==> config.mk <==
export PLATFORM = sky130hd
export DESIGN_NAME = calc_result_formatter_flat
export DESIGN_NICKNAME = d
export VERILOG_FILES = /design/src/rtl/calc_result_formatter_if.sv /design/src/rtl/calc_result_formatter.sv /design/src/flat_wrapper.sv
export SDC_FILE = /design/constraint.sdc
export NUM_CORES = 1
export LEC_CHECK = 0
export ABC_CLOCK_PERIOD_IN_PS = 1450
export BUFFER_PORTS_ARGS = -buffer_cell sky130_fd_sc_hd__buf_4
export CAP_MARGIN = 20
export CORE_ASPECT_RATIO = 2
export CORE_MARGIN = 2
export CORE_UTILIZATION = 51
export DETAILED_ROUTE_END_ITERATION = 16
export GPL_TIMING_DRIVEN = 0
export PLACE_DENSITY = 0.74
export SYNTH_ARGS = -nofsm -noshare
export SYNTH_HDL_FRONTEND = slang
export SYNTH_SLANG_ARGS = --single-unit
==> constraint.sdc <==
create_clock -name clk -period 1.45 [get_ports clk]
set_clock_uncertainty 0.05 [all_clocks]
set_input_delay 0.0725 -clock clk [delete_from_list [all_inputs] [get_ports clk]]
set_output_delay 0.0725 -clock clk [all_outputs]
set_load 0.01 [all_outputs]
==> src/rtl/calc_result_formatter_if.sv <==
// -----------------------------------------------------------------------------
// calc_result_formatter_if
//
// Groups the producer-side and consumer-side handshake signals of the
// TRISC result formatter.
//
// Handshake semantics (both channels): a transfer happens on a rising clock
// edge where valid and ready are both high. A source holds valid and its
// payload stable until that edge. The formatter's in_ready is high only when
// it is idle. Its out_valid stays high, with the payload held, until
// out_ready is seen.
//
// Signals:
//   in_valid   producer has a two's-complement result on in_data
//   in_data    8-bit two's-complement ALU result
//   in_ready   formatter can accept a result
//   out_valid  formatted result available
//   out_ready  consumer accepts the formatted result
//   out_sign   1 = negative
//   out_hund   BCD hundreds digit (0-1)
//   out_tens   BCD tens digit
//   out_ones   BCD ones digit
//   out_min    input was 0x80 (-128)
//
// Modports:
//   slave   the formatter itself
//   master  the environment (producer plus consumer)
// -----------------------------------------------------------------------------
interface calc_result_formatter_if;
    logic       in_valid;
    logic [7:0] in_data;
    logic       in_ready;
    logic       out_valid;
    logic       out_ready;
    logic       out_sign;
    logic [3:0] out_hund;
    logic [3:0] out_tens;
    logic [3:0] out_ones;
    logic       out_min;

    modport slave (
        input  in_valid, in_data, out_ready,
        output in_ready, out_valid, out_sign, out_hund, out_tens, out_ones,
               out_min
    );

    modport master (
        output in_valid, in_data, out_ready,
        input  in_ready, out_valid, out_sign, out_hund, out_tens, out_ones,
               out_min
    );
endinterface

==> src/rtl/calc_result_formatter.sv <==
// -----------------------------------------------------------------------------
// calc_result_formatter
//
// Converts one 8-bit two's-complement ALU result into a sign flag plus three
// BCD digits for the display driver.
//
// The sequence for each result is:
//   1. Accept the result in IDLE.
//   2. Convert it to sign-magnitude in LOAD.
//   3. Run eight shift-add-3 (double-dabble) iterations in SHIFT.
//   4. Present the result in DONE until the consumer takes it.
//
// Only one conversion is in flight at a time.
//
// Ports:
//   clk        system clock, rising edge
//   rst_n      asynchronous active-low reset
//   bus        calc_result_formatter_if.slave (in/out handshakes and digits)
//   busy       high in any state other than IDLE (inverse of in_ready)
//   dbg_state  current FSM state encoding:
//              0 = IDLE, 1 = LOAD, 2 = SHIFT, 3 = DONE
// -----------------------------------------------------------------------------
module calc_result_formatter (
    input  logic                           clk,
    input  logic                           rst_n,
    calc_result_formatter_if.slave         bus,
    output logic                           busy,
    output logic [1:0]                     dbg_state
);

    typedef enum logic [1:0] {
        IDLE  = 2'd0,
        LOAD  = 2'd1,
        SHIFT = 2'd2,
        DONE  = 2'd3
    } state_t;

    state_t      state;
    state_t      state_nxt;

    // Working registers
    logic [7:0]  staged;      // captured input result
    logic        sign_q;      // sign of the result being converted
    logic        min_q;       // result was -128
    logic [7:0]  mag;         // magnitude, shifted out MSB first
    logic [11:0] bcd;         // hundreds/tens/ones accumulator
    logic [2:0]  cnt;         // iteration counter

    // Output registers (hold the last result after returning to IDLE)
    logic        out_sign_q;
    logic        out_min_q;
    logic [3:0]  out_hund_q;
    logic [3:0]  out_tens_q;
    logic [3:0]  out_ones_q;

    // -------------------------------------------------------------------------
    // Double-dabble helpers.
    //
    // dd_step adjusts a BCD nibble (+3 when >= 5), shifts it left by one, and
    // pulls in the carry from the digit below.
    //
    // dd_carry is the bit that nibble pushes into the digit above. After the
    // +3 adjustment, bit 3 is set exactly when the original nibble was >= 5.
    // That holds for every valid BCD digit.
    // -------------------------------------------------------------------------
    function automatic logic [3:0] dd_step(input logic [3:0] n, input logic lsb);
        logic [2:0] low;
        low = (n >= 4'd5) ? (n[2:0] + 3'd3) : n[2:0];
        return {low, lsb};
    endfunction

    function automatic logic dd_carry(input logic [3:0] n);
        return (n >= 4'd5);
    endfunction

    // -------------------------------------------------------------------------
    // Sign-magnitude conversion of the staged result.
    //
    // -128 has no 7-bit magnitude: the 7-bit negate wraps to zero.
    // That case is flagged and the magnitude is forced to 128.
    // -------------------------------------------------------------------------
    logic       ld_sign;
    logic [6:0] ld_mag7;
    logic       ld_min;
    logic [7:0] ld_mag;

    always_comb begin
        ld_sign = staged[7];
        ld_mag7 = (staged[6:0] ^ {7{ld_sign}}) + {6'd0, ld_sign};
        ld_min  = ld_sign & (staged[6:0] == 7'd0);
        ld_mag  = ld_min ? 8'd128 : {1'b0, ld_mag7};
    end

    // One double-dabble iteration applied to the working registers.
    logic [11:0] bcd_nxt;
    logic [7:0]  mag_nxt;

    always_comb begin
        bcd_nxt = {dd_step(bcd[11:8], dd_carry(bcd[7:4])),
                   dd_step(bcd[7:4],  dd_carry(bcd[3:0])),
                   dd_step(bcd[3:0],  mag[7])};
        mag_nxt = {mag[6:0], 1'b0};
    end

    // Handshake and FSM decode terms
    logic in_fire;
    logic out_fire;
    logic shift_last;

    assign in_fire    = (state == IDLE) && bus.in_valid;
    assign out_fire   = (state == DONE) && bus.out_ready;
    assign shift_last = (state == SHIFT) && (cnt == 3'd7);

    // -------------------------------------------------------------------------
    // FSM: state register
    // -------------------------------------------------------------------------
    always_ff @(posedge clk or negedge rst_n) begin
        if (!rst_n) begin
            state <= IDLE;
        end else begin
            state <= state_nxt;
        end
    end

    // -------------------------------------------------------------------------
    // FSM: next-state logic
    // -------------------------------------------------------------------------
    always_comb begin
        state_nxt = state;
        case (state)
            IDLE:    if (in_fire)    state_nxt = LOAD;
            LOAD:                    state_nxt = SHIFT;
            SHIFT:   if (shift_last) state_nxt = DONE;
            DONE:    if (out_fire)   state_nxt = IDLE;
            default:                 state_nxt = IDLE;
        endcase
    end

    // -------------------------------------------------------------------------
    // Datapath registers
    // -------------------------------------------------------------------------
    always_ff @(posedge clk or negedge rst_n) begin
        if (!rst_n) begin
            staged     <= 8'd0;
            sign_q     <= 1'b0;
            min_q      <= 1'b0;
            mag        <= 8'd0;
            bcd        <= 12'd0;
            cnt        <= 3'd0;
            out_sign_q <= 1'b0;
            out_min_q  <= 1'b0;
            out_hund_q <= 4'd0;
            out_tens_q <= 4'd0;
            out_ones_q <= 4'd0;
        end else begin
            case (state)
                IDLE: begin
                    if (in_fire) begin
                        staged <= bus.in_data;
                    end
                end

                LOAD: begin
                    sign_q <= ld_sign;
                    min_q  <= ld_min;
                    mag    <= ld_mag;
                    bcd    <= 12'd0;
                    cnt    <= 3'd0;
                end

                SHIFT: begin
                    bcd <= bcd_nxt;
                    mag <= mag_nxt;
                    cnt <= cnt + 3'd1;
                    // The outputs are loaded on the DONE entry edge.
                    // They take the final iteration's value directly, so
                    // they are valid as soon as out_valid rises.
                    if (shift_last) begin
                        out_sign_q <= sign_q;
                        out_min_q  <= min_q;
                        out_hund_q <= bcd_nxt[11:8];
                        out_tens_q <= bcd_nxt[7:4];
                        out_ones_q <= bcd_nxt[3:0];
                    end
                end

                default: begin
                    // DONE: hold everything until the consumer accepts.
                end
            endcase
        end
    end

    // -------------------------------------------------------------------------
    // Outputs
    // -------------------------------------------------------------------------
    assign bus.in_ready  = (state == IDLE);
    assign bus.out_valid = (state == DONE);
    assign bus.out_sign  = out_sign_q;
    assign bus.out_min   = out_min_q;
    assign bus.out_hund  = out_hund_q;
    assign bus.out_tens  = out_tens_q;
    assign bus.out_ones  = out_ones_q;

    assign busy          = (state != IDLE);
    assign dbg_state     = state;

endmodule

==> src/flat_wrapper.sv <==
// flat-port wrapper written by rule: the top's interface ports become plain ports
module calc_result_formatter_flat 
  (clk, rst_n, busy, dbg_state, bus_in_valid, bus_in_data, bus_out_ready, bus_in_ready, bus_out_valid, bus_out_sign, bus_out_hund, bus_out_tens, bus_out_ones, bus_out_min);
  calc_result_formatter_if bus_i ();
  input  logic clk;
  input  logic rst_n;
  output logic busy;
  output logic [1:0] dbg_state;
  input wire logic [$bits(bus_i.in_valid)-1:0] bus_in_valid;
  input wire logic [$bits(bus_i.in_data)-1:0] bus_in_data;
  input wire logic [$bits(bus_i.out_ready)-1:0] bus_out_ready;
  output wire logic [$bits(bus_i.in_ready)-1:0] bus_in_ready;
  output wire logic [$bits(bus_i.out_valid)-1:0] bus_out_valid;
  output wire logic [$bits(bus_i.out_sign)-1:0] bus_out_sign;
  output wire logic [$bits(bus_i.out_hund)-1:0] bus_out_hund;
  output wire logic [$bits(bus_i.out_tens)-1:0] bus_out_tens;
  output wire logic [$bits(bus_i.out_ones)-1:0] bus_out_ones;
  output wire logic [$bits(bus_i.out_min)-1:0] bus_out_min;
  assign bus_i.in_valid = bus_in_valid;
  assign bus_i.in_data = bus_in_data;
  assign bus_i.out_ready = bus_out_ready;
  assign bus_in_ready = bus_i.in_ready;
  assign bus_out_valid = bus_i.out_valid;
  assign bus_out_sign = bus_i.out_sign;
  assign bus_out_hund = bus_i.out_hund;
  assign bus_out_tens = bus_i.out_tens;
  assign bus_out_ones = bus_i.out_ones;
  assign bus_out_min = bus_i.out_min;
  calc_result_formatter u_core (.clk(clk), .rst_n(rst_n), .bus(bus_i), .busy(busy), .dbg_state(dbg_state));
endmodule
==> results of run 1 <==
==> kinds of logic (layout without fill, tap and decap cells) <==
logic type,after synthesis,after routing,share of synthesized area (%)
buf+inv,24,99,4.05
flops,49,49,50.9
fa+ha+maj,14,14,7.27
simple gates,53,53,11.6
xor+xnor,13,13,4.72
mux,17,17,7.79
compound gates,56,56,13.7
==> critical path: stages, from the launching register on <==
cell      delay (ns)
dfrtp_1         0.42
or4b_4          0.56
nand2b_4        0.19
nor2_2          0.13
a21oi_1         0.06
a21oi_1         0.14
==> metal layers <==
metal	wire (µm)	GRT usage [%]
met5	0	0
met4	252	10.1
met3	183	3.10
met2	3580	42.2
met1	2040	21.5
==> power by group through the flow <==
stage,combinational [mW],clock (mW),sequential (mW)
2_1_floorplan,1.96,0,1.95
3_3_place_gp,2.50,0,1.99
3_5_place_dp,2.55,0,2.01
4_1_cts,2.96,1.02,1.95
5_1_grt,4.23,1.08,2.01
6_report,3.95,1.03,1.98
==> registers in the layout (all words and copies together) (netlist names), 2 cells and up <==
signal and flops:
u_core.dbg_state 2, u_core.bus.out_tens 4, u_core.cnt 3, u_core.staged 8
u_core.mag 8, u_core.bus.out_ones 4, u_core.bcd 12, u_core.bus.out_hund 4
==> stage by stage <==
step / instance area [µm²] / hold WS, ns / power, mW
after global routing: 3580 / 0.135 / 7.32
after detailed placement: 2790 / 0.0785 / 4.56
after global placement: 2790 / 0.0753 / 4.49
after CTS: 3220 / 0.151 / 5.93
final: 3580 / 0.123 / 6.97
after floorplan: 2490 / -0.273 / 3.91
==> final cells by class <==
type | count | area (µm²) | share of cell area (%)
well taps | 55 | 68.8 | 1.92
inverters | 16 | 75.1 | 2.10
plain buffers | 8 | 114 | 3.18
repair buffers | 67 | 602 | 16.8
clock buffers | 7 | 86.3 | 2.41
multi-input cells | 153 | 1380 | 38.5
flip-flops and latches | 49 | 1230 | 34.3
clock inverters | 1 | 30.0 | 0.838
==> synthesized netlist by cell type, drive strengths merged <==
library cell   n  area (µm²)
dfrtp         49        1230
o21ai         23         119
nand2         22        82.6
a21oi         18        90.1
inv           16        60.1
ha            14         175
mux2          14         158
xnor2          9        78.8
and3           7        43.8
nor2           7        28.8
o22ai          7        50.1
nand2b         6        45.0
buf            4        22.5
clkbuf         4        15.0
o2bb2ai        4        35.0
xor2           4        35.0
a22o           3        26.3
and2           3        18.8
mux2i          3        30.0
nand3          3        20.0
nand4b         1        8.76
nor2b          1        6.26
nor3           1        5.00
nor4           1        6.26
o32a           1        10.0
or4b           1        13.8
==> path summary, 6_finish.rpt <==
check	from	to	slack [ns]	cells past startpoint
setup / recovery	u_core.staged[4]$_DFFE_PN0P_	u_core.mag[7]$_DFFE_PN0P_	-0.17	5
hold / removal	bus_out_ready	u_core.dbg_state[1]$_DFFE_PN0P_	0.12	4
setup reg to reg	u_core.staged[4]$_DFFE_PN0P_	u_core.mag[7]$_DFFE_PN0P_	-0.17	5
hold reg to reg	u_core.bus.out_tens[0]$_DFFE_PN0P_	u_core.bus.out_tens[0]$_DFFE_PN0P_	0.44	2
max in group asynchronous	rst_n	u_core.staged[2]$_DFFE_PN0P_	0.63	2
min in group asynchronous	rst_n	u_core.bcd[9]$_DFFE_PN0P_	0.26	2
==> what timing repair did <==
action	4_1_cts	5_1_grt
hold buffers	9	0
gates resized for setup	34	45
cloned	0	3
setup buffers	12	13
hold endpoints to repair	57	0
pin swaps	10	13
setup endpoints to repair	44	33
==> metrics.md, run 1 <==
| Metric | Value |
|---|---|
| Clk root buf | `clkbuf_8` |
| Layout cell share with drive strength beyond 1 | `46.2%` |
| Mapped Cells | `226` |
| Syn Area/Cell | `10.7 µm²` |
| Yosys reg bits | `49` |
| Longest Clk Path Bufs | `2` |
| Final Cycle Share | `111%` |
| Cell variety after synth | `32` |
| Status | `complete, but fails checks` |
| Yosys warning total | `0` |
| Setup CP Type | `register to register` |
| GRT Overall Usage | `21.9%` |
| Vias in the first global route | `1,932` |
| CTS H-tree lvls | `2` |
| Final hold violations | `0` |
| Failing checks | `negative setup slack` |
| # diodes | `0` |
| Hold WC Path Type | `input pin to register` |
| CTS tree | `yes` |
| Final worst slack | `-0.166 ns` |
| RSZ-0062 raised after global routing | `true` |
| Vias | `1,975` |
| Seq/Total Area, Yosys | `50.9%` |
| Clock slew at reported path FFs | `0.09 ns` |
| Final Non-Filler Cells | `356` |
| Int Power | `4.35 mW` |
| Min Tclk post-route | `1.62 ns` |
| Starting Density | `52.4%` |
| Fin nets | `326` |
| Global route overflow | `0` |
| Std cell rows | `35` |
| Combinational share of power | `56.8%` |
| Fmax | `619 MHz` |
| CTS buffer count | `5` |
| Vias per cell | `5.55` |
| Post-Place Setup Slack | `-0.242 ns` |
| CP startpoint kind | `register` |
| P&R area growth vs syn | `48.7%` |
| Io pins | `31` |
| Drt total wl | `6.06 mm` |
| Slew headroom | `58.2%` |
| Critical path required time | `1.64 ns` |
| Clk_lat worst skew | `0.31 ns` |
| CORE AREA | `4600 µm²` |
| Remaining DRCs | `0` |
| Placed Cells | `311` |
| VDD IR-drop max | `1540 µV` |
| First-pass GRT wire length | `8.63 mm` |
| Chip Height | `101 µm` |
| Post-Syn Nets | `252` |
| Setup violators final | `18` |
| Sequential share of power | `28.4%` |
| Die Footprint | `5320 µm²` |
| I/O Buffers | `30` |
| DIE WIDTH | `52.6 µm` |
| Post-layout util | `77.9%` |
| Avg WL per Cell | `17.0 µm` |
| CP Capture Type | `register` |
| 1st-pass router iterations | `4` |
| Clock power frac | `14.8%` |
| Commonest non-fill, non-tap cell in the layout | `buf_4` |
| Largest net degree at the start of global routing | `50` |
| Max-cap violations | `0` |
| Post-route ant nets | `0` |
| Clk sinks | `49` |
| Critical Path AT | `1.81 ns` |
| Pins over their slew limit | `0` |
| Detailed Place HPWL | `3.54 mm` |
| Switch share | `37.6%` |
| Routability congestion estimate | `0.771` |
| CP max FO | `4` |
| P_leak | `1.66 nW` |
| Initial antenna violation count | `0` |
| Fillers | `274` |
| Worst-Margin Slew | `0.627 ns` |
| DR iter-0 viols | `61` |
| Most frequent cells in the layout | `buf_4, dfrtp_1, nand2_1` |
| Final setup TNS | `-0.951 ns` |
| P_sw | `2.62 mW` |
| Netlist Area Pre-Place | `2410 µm²` |
| Power Dens Cells | `1940 nW/µm²` |
(Power assumes the default switching activity.)
==> inputs of run 2 (changes only) <==
SETUP_SLACK_MARGIN = 0.05   (was not set)
==> run 2 against run 1 <==
Net effect:
- the flow still finishes with violations (negative setup slack)
- non-clock buffer count increased by 8
- die area unchanged
- clock power is 14% lower
- combinational power up 16%
- critical endpoint is now u_core.mag[4]$_DFFE_PN0P_
- via count up 3.2%
- final area up 5.5%
- cell count up 2.5%
- worst setup slack improved by 0.039 ns
- critical path depth grew 3
- largest cell class unchanged
==> metrics.md, run 2 (synthesized netlist as in run 1, its figures left out) <==
| Metric | Value |
|---|---|
| Max-cap violations | `0 (unchanged)` |
| # diodes | `0 (unchanged)` |
| Vias | `2,038 (+3.2%)` |
| CP Capture Type | `register` |
| Clock power frac | `11.8% (-3.0 points)` |
| FF-to-FF Start | `u_core.staged[7]$_DFFE_PN0P_` |
| Commonest non-fill, non-tap cell in the layout | `buf_4` |
| VDD IR-drop max | `1610 µV (+4.2%)` |
| Avg WL per Cell | `17.8 µm (+4.8%)` |
| DIE WIDTH | `52.6 µm (unchanged)` |
| Combinational share of power | `61.5% (+4.7 points)` |
| Vias in the first global route | `1,956 (+1.2%)` |
| CTS H-tree lvls | `2 (unchanged)` |
| Failing checks | `negative setup slack` |
| Final hold violations | `0 (unchanged)` |
| Setup violators final | `16 (-2)` |
| Hold path cells | `4 (unchanged)` |
| Hold WC Path Type | `input pin to register` |
| CTS buffer count | `5 (unchanged)` |
| RSZ-0062 raised after global routing | `true` |
| Die Footprint | `5320 µm² (unchanged)` |
| P_leak | `1.71 nW (+3.0%)` |
| Setup CP Type | `register to register` |
| Switch share | `38.8% (+1.2 points)` |
| Starting Density | `52.4% (unchanged)` |
| Critical path required time | `1.60 ns (-0.04 ns)` |
| Remaining DRCs | `0 (unchanged)` |
| Routability congestion estimate | `0.801 (+3.8%)` |
| Worst Hold Launch | `bus_out_ready` |
| Max reg flops | `12 (unchanged)` |
| P_sw | `2.90 mW (+11%)` |
| Pins over their slew limit | `0 (unchanged)` |
| Status | `complete, but fails checks` |
| I/O Buffers | `30 (unchanged)` |
| Fmax | `634 MHz (+2.4%)` |
| Final Non-Filler Cells | `365 (+2.5%)` |
| Regs by FF count | `u_core.bcd: 12 flops, u_core.mag: 8 flops, u_core.staged: 8 flops` |
| CTS tree | `yes` |
| Io pins | `31 (unchanged)` |
| CP startpoint | `u_core.staged[7]$_DFFE_PN0P_` |
| Initial antenna violation count | `0 (unchanged)` |
| Detailed Place HPWL | `3.63 mm (+2.7%)` |
| Std cell rows | `35 (unchanged)` |
| Longest Clk Path Bufs | `2 (unchanged)` |
| First-pass GRT wire length | `8.98 mm (+4.1%)` |
| Clk root buf | `clkbuf_8` |
| Critical Path AT | `1.72 ns (-0.09 ns)` |
| CORE AREA | `4600 µm² (unchanged)` |
| CP max FO | `5 (+1)` |
| Final setup TNS | `-1.06 ns (-0.106 ns)` |
| Sequential share of power | `26.7% (-1.7 points)` |
| GRT Overall Usage | `22.9% (+1.0 points)` |
| Worst-Margin Slew | `0.615 ns (-0.0125 ns)` |
| Drt total wl | `6.51 mm (+7.5%)` |
| Final worst slack | `-0.127 ns (+0.0386 ns)` |
| Layout cell share with drive strength beyond 1 | `53.2% (+7.0 points)` |
| Global route overflow | `0 (unchanged)` |
| Largest net degree at the start of global routing | `50 (unchanged)` |
| Chip Height | `101 µm (unchanged)` |
| R2R depth | `8 (+3)` |
| CP startpoint kind | `register` |
| Clk sinks | `49 (unchanged)` |
| Design Power | `7.49 mW (+7.5%)` |
| Vias per cell | `5.58 (+0.65%)` |
| Most frequent cells in the layout | `buf_4, dfrtp_1, nand2_1` |
| Power Dens Cells | `1980 nW/µm² (+1.9%)` |
| Min Tclk post-route | `1.58 ns (-0.0386 ns)` |
| DR iter-0 viols | `39 (-36%)` |
| Post-route ant nets | `0 (unchanged)` |
| 1st-pass router iterations | `4 (unchanged)` |
| Clk_lat worst skew | `0.30 ns (about the same)` |
| Int Power | `4.59 mW (+5.5%)` |
| Reg with most FFs | `u_core.bcd` |
| Clock slew at reported path FFs | `0.09 ns (about the same)` |
| Placed Cells | `311 (unchanged)` |
| P&R area growth vs syn | `56.8%` |
| Fin nets | `335 (+2.8%)` |
| Slew headroom | `59.0% (+0.83 points)` |
| Final Cycle Share | `109% (-2.7 points)` |
-- run 2: cell count changes in the layout (fill, tap and decap cells not counted), sizes merged --
cell,change
nand2,+1
buf,+7
clkbuf,+1
bufinv,-1
inv,+1
-- run 2: power by group through the flow --
stage               Combinational, mW  Clock [mW]  Sequential [mW]
floorplan                        2.06           0             1.95
global placement                 2.62           0             1.99
detailed placement               2.67           0             2.01
CTS                              3.22       0.892             1.97
global route                     4.87       0.952             2.03
finish                           4.60       0.885             2.00
-- run 2: critical path, stage by stage (launching register included) --
cell	delay, ns
dfrtp_2	0.45
buf_6	0.13
xor2_1	0.15
ha_2	0.24
nand2b_1	0.06
a21oi_1	0.12
nor2_1	0.06
xnor2_1	0.14
o21ai_1	0.07
-- run 2: metrics by stage --
| step | util (%) | hold slack, ns | worst slack, ns | instance area, µm² |
|---|---|---|---|---|
| after floorplan | - | -0.273 | -0.0558 | 2570 |
| after global placement | 62.4 | 0.0784 | -0.166 | 2870 |
| after global routing | 82.2 | 0.0560 | -0.270 | 3780 |
| after CTS | 73.3 | 0.105 | -0.140 | 3370 |
| final | 82.2 | 0.0631 | -0.127 | 3780 |
| after detailed placement | 62.4 | 0.0774 | -0.193 | 2870 |
-- run 2: final timing paths --
check / endpoint / slack [ns]
setup / recovery: u_core.mag[4]$_DFFE_PN0P_ / -0.13
hold / removal: u_core.dbg_state[1]$_DFFE_PN0P_ / 0.06
setup reg to reg: u_core.mag[4]$_DFFE_PN0P_ / -0.13
hold reg to reg: u_core.bus.out_tens[3]$_DFFE_PN0P_ / 0.44
max in group asynchronous: u_core.staged[2]$_DFFE_PN0P_ / 0.63
min in group asynchronous: u_core.staged[5]$_DFFE_PN0P_ / 0.25
-- run 2: final cells by class --
| cell class | count | area [µm²] |
|---|---|---|
| timing repair buffer | 76 | 692 |
| multi-input combinational | 154 | 1510 |
| sequential | 49 | 1230 |
| inverter | 16 | 67.6 |
| buffer | 7 | 109 |
| clock buffer | 7 | 96.3 |
| fill | 252 | 820 |
| tap | 55 | 68.8 |
| clock inverter | 1 | 5.00 |
-- run 2: what timing repair did --
item | 4_1_cts | 5_1_grt
pin swaps | 15 | 18
gates resized for setup | 46 | 40
cloned | 0 | 4
hold endpoints to repair | 57 | 0
setup buffers | 17 | 17
setup endpoints to repair | 42 | 46
hold buffers | 9 | 0
-- run 2: per-layer routing --
metal  vias up  global-route usage, %  part of all wire, %
li1        950                      -                    -
met1      1015                   23.4                   34
met2        57                   43.5                   61
met3        16                   3.98                  3.1
met4         0                   9.27                  2.7
met5         -                      0                    0
